File: config.mk
export PLATFORM = sky130hd
export DESIGN_NAME = key_led_ctrl
export DESIGN_NICKNAME = d
export VERILOG_FILES = /design/src/rtl/key_led_ctrl.sv
export SDC_FILE = /design/constraint.sdc
export NUM_CORES = 1
export LEC_CHECK = 0
export CORE_ASPECT_RATIO = 1.4
export CORE_MARGIN = 2
export CORE_UTILIZATION = 30
export CTS_BUF_LIST = sky130_fd_sc_hd__clkbuf_4 sky130_fd_sc_hd__clkbuf_8 sky130_fd_sc_hd__clkbuf_16
export DETAILED_ROUTE_END_ITERATION = 12
export PLACE_DENSITY = 0.55
export SETUP_SLACK_MARGIN = 0.02
export SKIP_LAST_GASP = 1
export SYNTH_ARGS = -nofsm -noshare
export SYNTH_HDL_FRONTEND = slang
export SYNTH_SLANG_ARGS = --single-unit
File: constraint.sdc
create_clock -name sclk -period 2.21 [get_ports sclk]
set_clock_uncertainty 0.15 [all_clocks]
set_input_delay 0.442 -clock sclk [delete_from_list [all_inputs] [get_ports sclk]]
set_output_delay 0.442 -clock sclk [all_outputs]
set_load 0.02 [all_outputs]
File: src/rtl/key_led_ctrl.sv
// key_led_ctrl: key-pulse driven 4-mode LED display (OFF, ALL_ON, BLINK, FLOW) paced by a tick timer
//   sclk     : system clock, rising edge
//   s_rst    : asynchronous active-high reset
//   key_flag : one-cycle press pulse, advances the mode
//   pause    : level, freezes the tick timer and therefore the pattern
//   mode     : current mode (0=OFF, 1=ALL_ON, 2=BLINK, 3=FLOW)
//   led      : registered LED drive, active high
module key_led_ctrl #(
    parameter int CNT_TICK = 25_000_000,
    parameter int LED_W    = 4
) (
    input  logic             sclk,
    input  logic             s_rst,
    input  logic             key_flag,
    input  logic             pause,
    output logic [1:0]       mode,
    output logic [LED_W-1:0] led
);
    localparam int CW = (CNT_TICK > 1) ? $clog2(CNT_TICK) : 1;

    typedef enum logic [1:0] {OFF = 2'd0, ALL_ON = 2'd1, BLINK = 2'd2, FLOW = 2'd3} mode_t;

    mode_t            r_state, w_next;
    logic [CW-1:0]    r_cnt, w_cnt_nxt;
    logic [LED_W-1:0] r_led, w_led_nxt, w_entry;
    logic             w_tick;

    always_ff @(posedge sclk or posedge s_rst) begin
        if (s_rst) begin
            r_state <= OFF;
            r_cnt   <= '0;
            r_led   <= '0;
        end else begin
            r_state <= w_next;
            r_cnt   <= w_cnt_nxt;
            r_led   <= w_led_nxt;
        end
    end

    // A key press restarts the timer and loads the entry pattern, discarding any coincident tick.
    // In BLINK the LED value itself is the blink phase.
    always_comb begin
        w_tick    = !pause && (r_cnt == CW'(CNT_TICK - 1));
        w_next    = key_flag ? mode_t'(r_state + 2'd1) : r_state;
        w_cnt_nxt = (key_flag || w_tick) ? '0 : pause ? r_cnt : r_cnt + CW'(1);
        w_entry   = (w_next == FLOW) ? LED_W'(1) : (w_next == OFF) ? '0 : '1;
        w_led_nxt = key_flag ? w_entry :
                    !w_tick ? r_led :
                    (r_state == BLINK) ? ~r_led :
                    (r_state == FLOW) ? {r_led[LED_W-2:0], r_led[LED_W-1]} : r_led;
    end

    assign mode = r_state;
    assign led  = r_led;
endmodule
Word level (Yosys, flattened, before mapping)
Index checks and enable logic that the tools add are counted.
Word-level totals
  bits of input ports: 4
  bits in registers: 31
  word-level logic and storage cells: 27
Operators by class
  muxes and demuxes: 9
  add/subtract/negate cells: 2
  bitwise gates (word level): 1
  equality and inequality tests: 5
  reduce and logical (&&, ||, !) cells: 7
Operators with widths (count)
  $mux 25: 2
  $add 25x1->25 const B: 1
  $eq 25x25->1 const B: 1
  $mux 4: 6
  $eq 2x2->1 const B: 3
  $not 4->4: 1
  $reduce_bool 3->1: 1
  $add 2x1->2 const B: 1
  $logic_not 2->1: 1
  $mux 2: 1
  $ne 2x1->1 const B: 1
  $reduce_and 2->1: 1
  $reduce_bool 2->1: 1
  $logic_and 1x1->1: 1
  $logic_not 1->1: 1
  $logic_or 1x1->1: 1

Logic depth before layout (Yosys ltp)
  word-level depth: 6
  depth in mapped cells: 7

Least setup slack after synthesis
Ideal clock, no wire load.
  path type: input-to-reg
  start: in key_flag
  end: reg r_led[3], in the netlist led[3]
  data required time: 1.936 ns
  arrival: 1.798 ns
  stages on the path: 6
  setup time: 0.124 ns
  setup slack: 0.138 ns
  path buffers: 2
  cell sequence: clkbuf_1 clkbuf_1 xor2_1 inv_1 ha_1 a211o_1
Between the ends
  cells in the longest elaborated chain, start to end: 5
  elaborated cells between the ends (all ways): 9
Ends and longest elaborated chain
  from (decl): line 14  | input logic key_flag,
  $mux 2 (*): line 44  | w_next = key_flag ? mode_t'(r_state + 2'd1) : r_state;
  net w_next[0]: line 23  | mode_t r_state, w_next;
  $logic_not 2->1: line 46  | w_entry = (w_next == FLOW) ? LED_W'(1) : (w_next == OFF) ? '0 : '1;
  $mux 4: line 46
  $mux 4 (*): line 46
  $mux 4 (*): line 47  | w_led_nxt = key_flag ? w_entry :
  to (signal assigned): line 36  | r_led <= w_led_nxt;
  to (decl): line 25  | logic [LED_W-1:0] r_led, w_led_nxt, w_entry;
The timed path passes the listed nets; every way through them passes the cells marked *.
A chain may end at the register's enable or synchronous reset.

Worst setup path in the final report
  start: in key_flag
  end: reg r_cnt[21]
Between the ends
  cells in the longest elaborated chain, start to end: 2
  elaborated cells between the ends (all ways): 3
Ends and longest elaborated chain
  $logic_or 1x1->1 (*): line 45  | w_cnt_nxt = (key_flag || w_tick) ? '0 : pause ? r_cnt : r_cnt + CW'(1);
  $ne 2x1->1 (no line) / $mux 25 (equally long branches)
  to (signal assigned): line 35  | r_cnt <= w_cnt_nxt;
  to (decl): line 24  | logic [CW-1:0] r_cnt, w_cnt_nxt;
Every way passes the cells marked *; elsewhere a longest branch is shown, timed or not.

==> impl_metrics.toml <==
[clock_tree]
cts_tree = "built"
clock_sinks = 31
cts_buffers = 5
cts_resized = 0
clkLatencyLatePin_ns = 0.30
htreeDepth = 2
root_buffer = "clkbuf_8"
clk_pin_slew_worst_paths_ns = 0.07
cts_hold_buf = 0
clockBufferDepth = 2
postCtsSetupRepairBufs = 0

[yosys]
ys_warn_count = 0
ys_seq_area_share_pct = 41.58
synthArstFlopShare_pct = 100.0
syn_area_sq_um = 1866
synth_area_leaders = "dfrtp_1, xnor2_1, nor2_1"
syn-mean-instance-area_sq_um = 9.056
yosysUniqueCellTypes = 46
synthesis.nets = 214
synth_top_cell_area_share_pct = 41.58
ys_ff_latch = 31
synth_top_area_cell = "dfrtp_1"
synth_edf_count = 0
syn_inst = 206
ys.flop_type = "dfrtp_1"

[global_route]
antenna_found_initial = 0
grtUsageMet3_pct = 2.386
grt_pass1_wl_um = 8059
grt_pass1_vias = 1599
grt_max_degree = 32
use_met1_pct = 17.47
grt_overflow = 0
track_usage_pct = 14.66
grt.busiest_layer = "met2"
grtUsageMet2_pct = 25.18

[worst_setup_path]
regToRegSetupSlack_ns = 0.16
cp_max_fo = 11
reg2reg_depth = 5
reg2reg_to = "r_cnt[16]"
cp.arrival_ns = 2.15
crit_slowest_cell = "clkdlybuf4s50_1"
cp_cell_sequence = "clkdlybuf4s50_1 > nor2b_4 > or3_4 > or4_1 > a21oi_1"
required_ns = 2.28
critPathKind = "in2reg"
startpoint = "key_flag"
crit_path_end_kind = "register"
start_kind = "input port"
endpoint = "r_cnt[21]"
r2r_start = "r_cnt[0]"
cp_slowest_stage_delay_ns = 0.52

[drt]
drc = 0
drt_iter0_drc = 73
wl_per_cell_um = 15.18
detailedRoute.firstPassIterationCount = 4
drt_wl_total_um = 4600
antenna_left = 0
vias = 1656
post_drt_via_cell_ratio = 5.465

[final_layout]
n_fill_cell = 627
area_growth_pct = 20.52
final_cell_mix = "dfrtp_1, nor2_1, buf_4"
final_cells = 303
nets = 238
drive_gt1_share_pct = 14.29
num_antenna_cells = 0
mostFrequentLayoutCell = "dfrtp_1"

[sta]
hold_viol = 0
hold_ws_ns = 0.3742
finalSetupViolations = 0
rsz0062_at_grt = "false"
report.final.slew_viol_count = 0
min_period_ns = 2.077
tns_ns = 0
slew_headroom_pct = 61.30
final.period_utilization_pct = 93.96
max_freq_mhz = 481.6
worstMarginPinSlew_ns = 0.5752

[placement]
dp_hpwl_um = 3321
gp_congestion = 0.7812
io_buffers = 9
place_inst = 295

[worst_hold_path]
hold_path.class = "in2async"

[run]
maxCapViolCount = 0

[power]
p_leak_uw = 0.0008627
ir_drop_uv = 314.6
p_per_area_nw_per_um2 = 792.5

[floorplan]
die_w_um = 70.65
io_pins = 10
initial_core_util_pct = 30.45
die_h_um = 97.31
num_rows = 34
core_region_area_sq_um = 6126
dieArea_sq_um = 6874

[outcome]
run_status = "finished clean"
cells by family (layout without fill, tap and decap cells):
group           count (synthesis)  count (layout)  synth area share (%)
compound gates                 43              43                 15.09
xor+xnor                       11              11                 5.164
fa+ha+maj                       4               4                 2.683
buf+inv                        19              44                 4.695
flops                          31              31                 41.58
simple gates                   98              98                 30.79
registers in the layout (all words and copies together), names as in the netlist:
name,cells
led,4
mode,2
r_cnt,25
how the worst min path moves through the flow:
| stage | start | slack (ns) | cells past startpoint | to |
|---|---|---|---|---|
| finish | s_rst | 0.37 | 3 | r_cnt[5] |
| global placement | r_cnt[1] | 0.39 | 2 | r_cnt[1] |
| global route | s_rst | 0.42 | 3 | r_cnt[4] |
| floorplan | r_cnt[1] | 0.37 | 2 | r_cnt[1] |
| CTS | s_rst | 0.39 | 3 | r_cnt[5] |
| detailed placement | mode[0] | 0.39 | 1 | mode[0] |
through the flow:
step / total power (uW) / cell area (sq um) / setup WS (ns) / util [%]
detailed placement: 1200 / 2131 / -0.1755 / 34.78
finish: 1782 / 2248 / 0.1335 / 36.70
global placement: 1190 / 2131 / -0.1725 / 34.78
global route: 1880 / 2248 / 0.02827 / 36.70
floorplan: 1002 / 1866 / 0.1384 / -
CTS: 1800 / 2248 / 0.1272 / 36.70
synth_stat cells (2+ instances only):
| master | count |
|---|---|
| a211oi_1 | 5 |
| a21oi_1 | 13 |
| a22oi_1 | 3 |
| and2b_1 | 2 |
| and3_1 | 3 |
| and4_1 | 3 |
| buf_6 | 2 |
| clkbuf_1 | 7 |
| dfrtp_1 | 31 |
| ha_1 | 4 |
| inv_1 | 8 |
| nand2_1 | 16 |
| nand3_1 | 5 |
| nand4_1 | 7 |
| nand4b_1 | 2 |
| nor2_1 | 19 |
| nor3_1 | 7 |
| nor4_1 | 10 |
| o21ai_0 | 5 |
| o31ai_1 | 9 |
| or3_1 | 4 |
| or4_1 | 8 |
| xnor2_1 | 10 |
area by class of cell:
class                      instances  area [sq um]  share of cell area, %
clock buffer                       6         82.58                  3.673
multi-input combinational        156          1002                  44.57
timing repair buffer              28         232.7                  10.35
inverter                           8         30.03                  1.336
tap                               72         90.09                  4.007
clock inverter                     2         35.03                  1.558
sequential                        31         775.7                  34.50
report_power, final:
part / switching, uW / internal, uW / leakage, uW / total [uW]
Clock: 231 / 365 / 0.0000612 / 595
Combinational: 259 / 232 / 0.000387 / 492
Sequential: 67.6 / 627 / 0.000415 / 695
critical path: cells and delay by family:
kind / cells / cell delay [ns]
simple gates: 3 / 1.03
buf+inv: 1 / 0.52
compound gates: 1 / 0.16
layer usage:
metal	share of wire (%)	routed length (um)
met5	0	0
met4	2.8	131
met3	3.3	153
met2	52	2395
met1	42	1920
No activity file was read; power rests on OpenSTA's default activity.
